**src/rtl/conv_sched.sv**
```systemverilog
// conv_sched: address generator and sequencer for the convolution datapath.
// For every output pixel (m outer, r, c inner) it issues one bias read followed
// by K*K*N input/weight reads (n outer, i, j inner), back to back. The strobes
// are delayed by one cycle so they line up with the synchronous memory data.
//
// Ports:
//   clk        rising-edge clock
//   rst        synchronous active-high reset
//   start      run request (ignored while busy)
//   busy       run in progress
//   complete   run finished; held until next accepted start or rst
//   B_addr     bias address (m)
//   I_addr     input feature map address
//   W_addr     weight address
//   bias_vld   bias data valid this cycle
//   mac_vld    input/weight data form a product term this cycle
//   mac_first  first term of a pixel
//   mac_last   last term of a pixel
//   out_idx    output address of the pixel finishing on mac_last
module conv_sched #(
    parameter int unsigned N = 3,
    parameter int unsigned M = 3,
    parameter int unsigned R = 28,
    parameter int unsigned C = 28,
    parameter int unsigned K = 4,
    parameter int unsigned S = 1
) (
    input  logic        clk,
    input  logic        rst,
    input  logic        start,
    output logic        busy,
    output logic        complete,
    output logic [31:0] B_addr,
    output logic [31:0] I_addr,
    output logic [31:0] W_addr,
    output logic        bias_vld,
    output logic        mac_vld,
    output logic        mac_first,
    output logic        mac_last,
    output logic [31:0] out_idx
);

    localparam int unsigned RP    = (R - K) / S + 1;
    localparam int unsigned CP    = (C - K) / S + 1;
    localparam int unsigned TERMS = K * K * N;

    localparam int unsigned NW  = (N  > 1) ? $clog2(N)  : 1;
    localparam int unsigned MW  = (M  > 1) ? $clog2(M)  : 1;
    localparam int unsigned KW  = (K  > 1) ? $clog2(K)  : 1;
    localparam int unsigned RPW = (RP > 1) ? $clog2(RP) : 1;
    localparam int unsigned CPW = (CP > 1) ? $clog2(CP) : 1;

    localparam logic [31:0] PLANE_STEP = 32'(R * C);
    localparam logic [31:0] ROW_STEP   = 32'(C);
    localparam logic [31:0] PIX_COL    = 32'(S);
    localparam logic [31:0] PIX_ROW    = 32'(S * C);
    localparam logic [31:0] FILT_STEP  = 32'(TERMS);

    typedef enum logic [2:0] {
        ST_IDLE  = 3'd0,
        ST_BIAS  = 3'd1,
        ST_MAC   = 3'd2,
        ST_DRAIN = 3'd3,
        ST_DONE  = 3'd4
    } state_t;

    state_t r_state;
    state_t w_state_nxt;

    logic w_accept;
    logic w_iss_bias;
    logic w_iss_mac;

    // Loop counters for the term/pixel currently being issued.
    logic [NW-1:0]  r_n;
    logic [KW-1:0]  r_i;
    logic [KW-1:0]  r_j;
    logic [CPW-1:0] r_c;
    logic [RPW-1:0] r_r;
    logic [MW-1:0]  r_m;

    // Running address bases, updated with adders only.
    logic [31:0] r_pix_base;   // r*S*C + c*S
    logic [31:0] r_row_base;   // r*S*C
    logic [31:0] r_chan_ptr;   // pix_base + n*R*C
    logic [31:0] r_row_ptr;    // chan_ptr + i*C
    logic [31:0] r_w_base;     // m*K*K*N
    logic [31:0] r_pix_idx;    // sequential pixel number == output address

    logic w_j_last;
    logic w_i_last;
    logic w_n_last;
    logic w_term_last;
    logic w_term_first;
    logic w_c_last;
    logic w_r_last;
    logic w_m_last;
    logic w_pix_last;

    assign w_j_last     = (r_j == KW'(K - 1));
    assign w_i_last     = (r_i == KW'(K - 1));
    assign w_n_last     = (r_n == NW'(N - 1));
    assign w_term_last  = w_j_last && w_i_last && w_n_last;
    assign w_term_first = (r_n == '0) && (r_i == '0) && (r_j == '0);
    assign w_c_last     = (r_c == CPW'(CP - 1));
    assign w_r_last     = (r_r == RPW'(RP - 1));
    assign w_m_last     = (r_m == MW'(M - 1));
    assign w_pix_last   = w_c_last && w_r_last && w_m_last;

    // State register.
    always_ff @(posedge clk) begin
        if (rst) begin
            r_state <= ST_IDLE;
        end else begin
            r_state <= w_state_nxt;
        end
    end

    // Next-state and issue-cycle flags.
    always_comb begin
        w_state_nxt = r_state;
        w_accept    = 1'b0;
        w_iss_bias  = 1'b0;
        w_iss_mac   = 1'b0;
        case (r_state)
            ST_IDLE, ST_DONE: begin
                if (start) begin
                    w_state_nxt = ST_BIAS;
                    w_accept    = 1'b1;
                end
            end
            ST_BIAS: begin
                w_iss_bias  = 1'b1;
                w_state_nxt = ST_MAC;
            end
            ST_MAC: begin
                w_iss_mac = 1'b1;
                if (w_term_last) begin
                    w_state_nxt = w_pix_last ? ST_DRAIN : ST_BIAS;
                end
            end
            ST_DRAIN: begin
                w_state_nxt = ST_DONE;
            end
            default: begin
                w_state_nxt = ST_IDLE;
            end
        endcase
    end

    // Status, delayed strobes, counters and address registers.
    always_ff @(posedge clk) begin
        if (rst) begin
            busy       <= 1'b0;
            complete   <= 1'b0;
            bias_vld   <= 1'b0;
            mac_vld    <= 1'b0;
            mac_first  <= 1'b0;
            mac_last   <= 1'b0;
            out_idx    <= '0;
            B_addr     <= '0;
            I_addr     <= '0;
            W_addr     <= '0;
            r_n        <= '0;
            r_i        <= '0;
            r_j        <= '0;
            r_c        <= '0;
            r_r        <= '0;
            r_m        <= '0;
            r_pix_base <= '0;
            r_row_base <= '0;
            r_chan_ptr <= '0;
            r_row_ptr  <= '0;
            r_w_base   <= '0;
            r_pix_idx  <= '0;
        end else begin
            busy      <= (w_state_nxt == ST_BIAS) || (w_state_nxt == ST_MAC) ||
                         (w_state_nxt == ST_DRAIN);
            complete  <= (w_state_nxt == ST_DONE);

            // Strobes are the issue flags one cycle late, matching memory latency.
            bias_vld  <= w_iss_bias;
            mac_vld   <= w_iss_mac;
            mac_first <= w_iss_mac && w_term_first;
            mac_last  <= w_iss_mac && w_term_last;
            if (w_iss_mac && w_term_last) begin
                out_idx <= r_pix_idx;
            end

            if (w_accept) begin
                r_m        <= '0;
                r_r        <= '0;
                r_c        <= '0;
                r_pix_base <= '0;
                r_row_base <= '0;
                r_w_base   <= '0;
                r_pix_idx  <= '0;
                B_addr     <= '0;
            end

            // Leaving BIAS: first term of the pixel.
            if (w_iss_bias) begin
                r_n        <= '0;
                r_i        <= '0;
                r_j        <= '0;
                r_chan_ptr <= r_pix_base;
                r_row_ptr  <= r_pix_base;
                I_addr     <= r_pix_base;
                W_addr     <= r_w_base;
            end

            if (w_iss_mac) begin
                if (!w_term_last) begin
                    // Weights for one filter are contiguous in (n,i,j) order.
                    W_addr <= W_addr + 32'd1;
                    if (!w_j_last) begin
                        r_j    <= r_j + KW'(1);
                        I_addr <= I_addr + 32'd1;
                    end else if (!w_i_last) begin
                        r_j       <= '0;
                        r_i       <= r_i + KW'(1);
                        r_row_ptr <= r_row_ptr + ROW_STEP;
                        I_addr    <= r_row_ptr + ROW_STEP;
                    end else begin
                        r_j        <= '0;
                        r_i        <= '0;
                        r_n        <= r_n + NW'(1);
                        r_chan_ptr <= r_chan_ptr + PLANE_STEP;
                        r_row_ptr  <= r_chan_ptr + PLANE_STEP;
                        I_addr     <= r_chan_ptr + PLANE_STEP;
                    end
                end else if (!w_pix_last) begin
                    // Advance to the next pixel; its BIAS issues next cycle.
                    r_pix_idx <= r_pix_idx + 32'd1;
                    if (!w_c_last) begin
                        r_c        <= r_c + CPW'(1);
                        r_pix_base <= r_pix_base + PIX_COL;
                    end else if (!w_r_last) begin
                        r_c        <= '0;
                        r_r        <= r_r + RPW'(1);
                        r_row_base <= r_row_base + PIX_ROW;
                        r_pix_base <= r_row_base + PIX_ROW;
                    end else begin
                        r_c        <= '0;
                        r_r        <= '0;
                        r_m        <= r_m + MW'(1);
                        r_row_base <= '0;
                        r_pix_base <= '0;
                        r_w_base   <= r_w_base + FILT_STEP;
                        B_addr     <= 32'(r_m) + 32'd1;
                    end
                end
            end
        end
    end

endmodule

```
**config.mk**
```make
export PLATFORM = sky130hd
export DESIGN_NAME = conv_sched
export DESIGN_NICKNAME = d
export VERILOG_FILES = /design/src/rtl/conv_sched.sv
export SDC_FILE = /design/constraint.sdc
export NUM_CORES = 1
export LEC_CHECK = 0
export ABC_AREA = 0
export CAP_MARGIN = 20
export CORE_MARGIN = 1.5
export CORE_UTILIZATION = 60
export CTS_CLUSTER_DIAMETER = 30
export DETAILED_ROUTE_END_ITERATION = 10
export MAX_ROUTING_LAYER = met4
export PLACE_DENSITY = 0.86
export SLEW_MARGIN = 0
export SYNTH_ARGS = -nofsm -noshare
export SYNTH_HDL_FRONTEND = slang
export SYNTH_SLANG_ARGS = --single-unit
```
**constraint.sdc**
```tcl
create_clock -name clk -period 6.78 [get_ports clk]
set_input_delay 1.356 -clock clk [delete_from_list [all_inputs] [get_ports clk]]
set_output_delay 1.356 -clock clk [all_outputs]
set_load 0.05 [all_outputs]
```
==> impl_metrics.py, run 1 <==
metrics = {
    "run_status": {
        "outcome": "complete, no violations",
    },
    "min_path": {
        "hold_end": "out_idx[18]",
        "holdPathStages": 2,
        "hp-start": "out_idx[18]",
        "worst_hold_path_type": "reg -> reg",
    },
    "clock_network": {
        "cts_tree": "yes",
        "cts.clk_slew.worst_paths_ps": 50,
        "clk_latency_ps": 580,
        "clock_sinks": 347,
        "holdBufCountCts": 0,
        "cts_buffers": 74,
        "ctsResizeCount": 0,
        "clockRootBuffer": "clkbuf_16",
        "max-clock-path-buffers": 3,
        "postCtsSetupBuffers": 0,
        "htree_levels": 3,
    },
    "global_route": {
        "grt_remaining_overflow": 0,
        "grt_usage_pct": 37.8,
        "grt_pass1_vias": 17800,
        "antenna_found_initial": 0,
        "grt_start_max_net_pins": 111,
        "grt_first_pass_wirelength_um": 92400,
    },
    "synth": {
        "seq_area_frac_synth_pct": 38.7,
        "synth_compound_area_share_pct": 21.2,
        "synthAdderAreaFrac_pct": 1.40,
        "async_flop_share_pct": 0,
        "synth_area_mm2": 0.0179,
        "synth-seq-cells": 347,
        "synthMuxAreaShare_pct": 1.07,
        "yosys.area_share.xor_xnor_pct": 6.20,
        "syn_nets": 2254,
        "avgSynthCellArea_um2": 8.04,
        "synth.distinct_cells": 98,
        "synthCells": 2231,
        "synth_ff_type": "dfxtp_1",
        "synth_edf_count": 0,
        "synth_warnings": 0,
        "synth_top_family_by_area": "simple AND/OR/NAND/NOR gates",
        "synthSimpleGateAreaFrac_pct": 27.2,
    },
    "critical_path": {
        "cp.arrival_ps": 4350,
        "critPathRequiredTime_ps": 7290,
        "rrSetupSlack_ps": 2940,
        "crit-reg2reg-launch": "r_j[0]",
        "r2r-end": "r_w_base[30]",
        "worstSetupPathType": "reg -> reg",
        "worst_setup_path_start_kind": "register",
        "critical_path.max_fanout": 23,
        "end_kind": "register",
        "r2r_cells": 8,
    },
    "power_and_ir_drop": {
        "seqPwrFrac_pct": 33.6,
        "p_leak_uw": 0.00779,
        "power_density_mw_per_mm2": 282,
        "clock_power_share_pct": 61.7,
        "switching_share_pct": 24.5,
        "power_uw": 6240,
        "p_int_uw": 4710,
        "ir_drop_v": 0.000172,
        "comb_power_share_pct": 4.8,
        "switching_power_uw": 1520,
    },
    "drt": {
        "drtPass1Iterations": 6,
        "wl_met1_um": 22800,
        "wl_met3_um": 6690,
        "via_per_inst": 6.73,
        "ant_nets": 0,
        "num_vias": 18700,
        "top_layer": "met4",
        "routed_wl_um": 57900,
        "wl_met2_um": 26500,
        "drc": 0,
        "avgRoutedWirePerCell_um": 20.9,
        "dr.first_iter.drc_count": 2515,
    },
    "placement": {
        "place_inst": 2635,
        "place_hpwl_um": 36600,
        "routabilityCongestion": 0.954,
        "port-buffer-count": 136,
        "dpl_cell_area_mm2": 0.0194,
    },
    "timing": {
        "maxSlewViolCount": 0,
        "fin_worst_skew_ps": 22.1,
        "setup_viol": 0,
        "fin_setup_tns_ps": 0,
        "worst_pin_slew_ps": 1110,
        "period_minus_slack_ps": 3840,
        "fmax_mhz": 261,
        "slew_headroom_pct": 25.8,
        "post-route-period-util_pct": 56.6,
        "rsz0062_at_grt": "false",
        "hold_viol": 0,
    },
    "floorplanning": {
        "initial_core_util_pct": 60.7,
        "row_count": 63,
        "io_pins": 137,
        "die_w_um": 176,
        "dieArea_mm2": 0.0309,
        "core_area_mm2": 0.0296,
        "die_h_um": 176,
    },
    "run": {
        "drv_cap": 0,
    },
    "layout": {
        "fillers": 2086,
        "utilization_pct": 74.7,
        "fin_area_mm2": 0.0221,
        "diodes": 0,
        "nets": 2345,
        "drive_above_1_share_pct": 9.10,
        "layoutNonFillerInstCount": 2774,
        "area_growth_pct": 23.2,
    },
}
-- cell families after synthesis --
family,Yosys count
AO/OA/AOI/OAI,584
XOR/XNOR,127
adder cells (fa/ha/maj),20
buffers and inverters,189
flip-flops,347
multiplexers,18
AND/OR/NAND/NOR,946
-- through the flow --
stage / worst slack [ps] / hold WS (ps)
detailed placement: 2910 / 445
global route: 2770 / 472
global placement: 3050 / 443
CTS: 3100 / 455
finish: 2940 / 452
floorplan: 4050 / 433
-- worst max path at each step --
stage                       from        endpoint  slack (ps)  depth (start not counted)
after detailed placement   start   r_pix_base[1]        2910                          6
after CTS                 r_j[0]    r_w_base[25]        3100                          8
after floorplan            start  r_row_base[16]        4050                          8
final                     r_j[0]    r_w_base[30]        2940                          8
after global placement     start   r_pix_base[1]        3050                          6
after global routing      r_j[0]    r_w_base[26]        2770                          8
-- cell usage after synthesis (all sizes together) (6+ instances only) --
master	instances	share of area [%]
a221oi	23	1.2
ha	20	1.4
a311oi	11	0.63
and3	84	2.9
nand4	52	2.0
buf	42	1.2
a31oi	53	1.8
o211ai	14	0.59
a2bb2oi	7	0.34
dfxtp	347	39
nor4	33	1.5
nor3b	6	0.28
a21o	6	0.25
a21oi	187	5.3
a22oi	9	0.38
a211oi	27	1.1
nand3	136	3.8
o41ai	7	0.38
xnor2	64	3.1
o31ai	14	0.59
nor2	177	3.7
o221ai	7	0.34
o21ai	125	3.5
or3	23	0.80
and4	31	1.5
mux2i	9	0.50
inv	44	0.92
nor2b	7	0.24
nand2	284	6.0
nand2b	8	0.28
nor3	53	1.6
o221a	6	0.38
and2	22	0.77
a21boi	6	0.25
nor4b	6	0.53
xor2	63	3.1
mux2	9	0.57
o22ai	17	0.59
clkbuf	103	2.2
-- metal layers --
layer | up-vias | global-route usage (%)
met5 | - | -
met2 | 1223 | 58.0
met4 | 0 | 16.0
met3 | 220 | 6.36
met1 | 8820 | 49.1
li1 | 8405 | -
-- critical path: stages, from the launching register on --
cell and delay [ps]:
dfxtp_1 380, ha_1 620, nand4bb_1 530, a311oi_4 690
buf_4 380, nand2_2 340, nor2_2 470, nand4_1 170
o21ai_1 160
-- final cells by class --
class	count	area, µm²	area share (%)
Timing Repair Buffer	160	1560	7.08
Clock buffer	90	2010	9.11
Inverter	44	165	0.748
Clock inverter	48	666	3.01
Tap cell	390	488	2.21
Sequential cell	347	6950	31.5
Multi-Input combinational cell	1695	10200	46.4
-- power groups by stage --
stage	logic, µW	clock network (µW)	registers (µW)
floorplan	136	0	2190
global placement	281	0	2130
detailed placement	285	0	2130
CTS	289	3840	2090
global route	311	3960	2100
finish	297	3840	2090
-- placed cells by master (no fill, tap or decap), drive strengths merged, types with 7 or more instances in the layout --
cell / synthesis / routed
nand3: 136 / 136
xor2: 63 / 63
bufinv: 0 / 11
o31ai: 14 / 14
clkinv: 0 / 16
a311oi: 11 / 11
a211oi: 27 / 27
o211ai: 14 / 14
inv: 44 / 59
nand2b: 8 / 8
a22oi: 9 / 9
mux2i: 9 / 9
and3: 84 / 84
xnor2: 64 / 64
dfxtp: 347 / 347
a221oi: 23 / 23
ha: 20 / 20
clkbuf: 103 / 90
o41ai: 7 / 7
mux2: 9 / 9
buf: 42 / 25
or3: 23 / 23
a31oi: 53 / 53
nor2b: 7 / 7
nor2: 177 / 177
nand4: 52 / 52
o21ai: 125 / 125
nor4: 33 / 33
nand2: 284 / 284
a21oi: 187 / 187
o22ai: 17 / 17
a2bb2oi: 7 / 7
clkdlybuf4s50: 0 / 135
and4: 31 / 31
and2: 22 / 22
nor3: 53 / 53
o221ai: 7 / 7
No activity file was read; power rests on OpenSTA's default activity.
==> run 2: changes to the inputs <==
--- a/config.mk
+++ b/config.mk
@@ -8,11 +8,11 @@
 export ABC_AREA = 0
 export CAP_MARGIN = 20
 export CORE_MARGIN = 1.5
-export CORE_UTILIZATION = 60
+export CORE_UTILIZATION = 59
 export CTS_CLUSTER_DIAMETER = 30
 export DETAILED_ROUTE_END_ITERATION = 10
 export MAX_ROUTING_LAYER = met4
-export PLACE_DENSITY = 0.86
+export PLACE_DENSITY = 0.84
 export SLEW_MARGIN = 0
 export SYNTH_ARGS = -nofsm -noshare
 export SYNTH_HDL_FRONTEND = slang
==> constraint.sdc (replaced) <==
create_clock -name clk -period 3.6 [get_ports clk]
set_input_delay 0.72 -clock clk [delete_from_list [all_inputs] [get_ports clk]]
set_output_delay 0.72 -clock clk [all_outputs]
set_load 0.05 [all_outputs]
==> impl_metrics.py, run 2 (same netlist as run 1, synthesis figures left out) <==
metrics = {
    "clock_network": {
        "max-clock-path-buffers": 3,
        "ctsResizeCount": 0,
        "holdBufCountCts": 0,
        "cts_buffers": 77,
        "clockRootBuffer": "clkbuf_16",
        "cts_tree": "yes",
        "htree_levels": 3,
        "clock_sinks": 347,
        "postCtsSetupBuffers": 0,
        "clk_latency_ps": 570,
        "cts.clk_slew.worst_paths_ps": 50,
    },
    "critical_path": {
        "critPathRequiredTime_ps": 4080,
        "end_kind": "register",
        "cp_top_family": "simple AND/OR/NAND/NOR gates",
        "critical_path.max_fanout": 19,
        "cpPeakStageDelay_ps": 580,
        "cp_slowest_cell": "ha_1",
        "worst_setup_path_start_kind": "register",
        "worstSetupPathType": "reg -> reg",
        "crit_chain": "ha_1, nand4bb_1, buf_4, a311oi_4, nand2_2, nor2_2, nand2_1, o21ai_0",
        "cp.arrival_ps": 3610,
        "crit_buf_inv": 1,
    },
    "floorplanning": {
        "row_count": 63,
        "initial_core_util_pct": 60.2,
        "core_area_mm2": 0.0298,
        "die_w_um": 177,
        "io_pins": 137,
        "die_h_um": 177,
        "dieArea_mm2": 0.0314,
    },
    "drt": {
        "wl_met2_um": 26700,
        "dr.first_iter.drc_count": 2392,
        "drc": 0,
        "drtPass1Iterations": 6,
        "avgRoutedWirePerCell_um": 20.7,
        "ant_nets": 0,
        "routed_wl_um": 57800,
        "wl_met3_um": 5900,
        "num_vias": 18700,
        "wl_met1_um": 23200,
        "top_layer": "met4",
        "via_per_inst": 6.68,
    },
    "timing": {
        "setup_viol": 0,
        "hold_ws_ps": 451,
        "period_minus_slack_ps": 3130,
        "hold_viol": 0,
        "post-route-period-util_pct": 86.9,
        "fin_worst_skew_ps": 26.2,
        "slew_headroom_pct": 41.4,
        "maxSlewViolCount": 0,
        "rsz0062_at_grt": "false",
        "worst_pin_slew_ps": 869,
        "fmax_mhz": 320,
        "fin_setup_tns_ps": 0,
    },
    "placement": {
        "place_hpwl_um": 37800,
        "routabilityCongestion": 0.951,
        "port-buffer-count": 136,
    },
    "layout": {
        "drive_above_1_share_pct": 10.0,
        "layout_commonest_cell": "dfxtp_1",
        "area_growth_pct": 24.3,
        "fillers": 2110,
        "final_cell_mix": "dfxtp_1, nand2_1, a21oi_1",
        "nets": 2373,
    },
    "run_status": {
        "outcome": "complete, no violations",
    },
    "global_route": {
        "grt_pass1_vias": 17700,
        "grt_first_pass_wirelength_um": 92600,
        "antenna_found_initial": 1,
        "grt_remaining_overflow": 0,
        "grt_start_max_net_pins": 77,
        "grt_usage_pct": 37.5,
    },
    "power_and_ir_drop": {
        "ir_drop_v": 0.000395,
        "power_density_mw_per_mm2": 528,
        "p_leak_uw": 0.00788,
    },
    "run": {
        "drv_cap": 0,
    },
    "min_path": {
        "worst_hold_path_type": "reg -> reg",
    },
}
## run 2: changes by cell type in the layout (fill, tap and decap cells not counted), moves of 3 or more
cell / delta
clkbuf_16: +5
buf_4: +24
inv_6: -9
clkinvlp_4: +7
clkbuf_8: -3
clkinv_4: +3
## run 2: path summary, 6_finish.rpt
kind / from / endpoint / slack (ps) / cells after the start
worst max register to register: r_j[0] / r_w_base[21] / 470 / 8
worst min-delay path: out_idx[10] / out_idx[10] / 450 / 2
worst max-delay path: r_j[0] / r_w_base[21] / 470 / 8
worst min register to register: out_idx[10] / out_idx[10] / 450 / 2
## run 2: area by class of cell
cell class / instances / area (µm²) / area share (%)
well taps: 390 / 488 / 2.19
diodes: 1 / 2.50 / 0.0112
clock inverters: 45 / 586 / 2.63
multi-input cells: 1695 / 10200 / 46.0
flip-flops and latches: 347 / 6950 / 31.2
clock buffers: 94 / 2100 / 9.43
inverters: 44 / 165 / 0.741
repair buffers: 185 / 1760 / 7.87
## run 2: routing by layer
metal	track usage, %	vias to the layer above
li1	-	8456
met1	48.5	8871
met2	58.0	1173
met3	6.92	206
met4	14.7	0
met5	-	-
## run 2: metrics by stage
stage | setup WS, ps | total power, µW | std cells | area, µm² | util (%)
floorplan | 1360 | 4370 | 2231 | 17900 | -
global placement | 815 | 4560 | 2661 | 19600 | 65.8
detailed placement | 675 | 4570 | 2661 | 19600 | 65.8
CTS | 567 | 11800 | 2800 | 22300 | 74.8
global route | 284 | 12000 | 2801 | 22300 | 74.8
finish | 471 | 11800 | 2801 | 22300 | 74.8
## run 2: power by group
| part | total, µW | leakage (µW) | switching [µW] | internal (µW) |
|---|---|---|---|---|
| clock network | 7240 | 0.00128 | 2300 | 4940 |
| registers | 3950 | 0.00280 | 55.1 | 3890 |
| logic | 580 | 0.00380 | 419 | 161 |
| total | 11800 | 0.00788 | 2770 | 8990 |
## run 2: worst reg2reg max path, stage by stage (launching register included)
cell and delay [ps]:
dfxtp_1 390, ha_1 580, nand4bb_1 200, buf_4 220, a311oi_4 530, nand2_2 400, nor2_2 420, nand2_1 110
o21ai_0 190
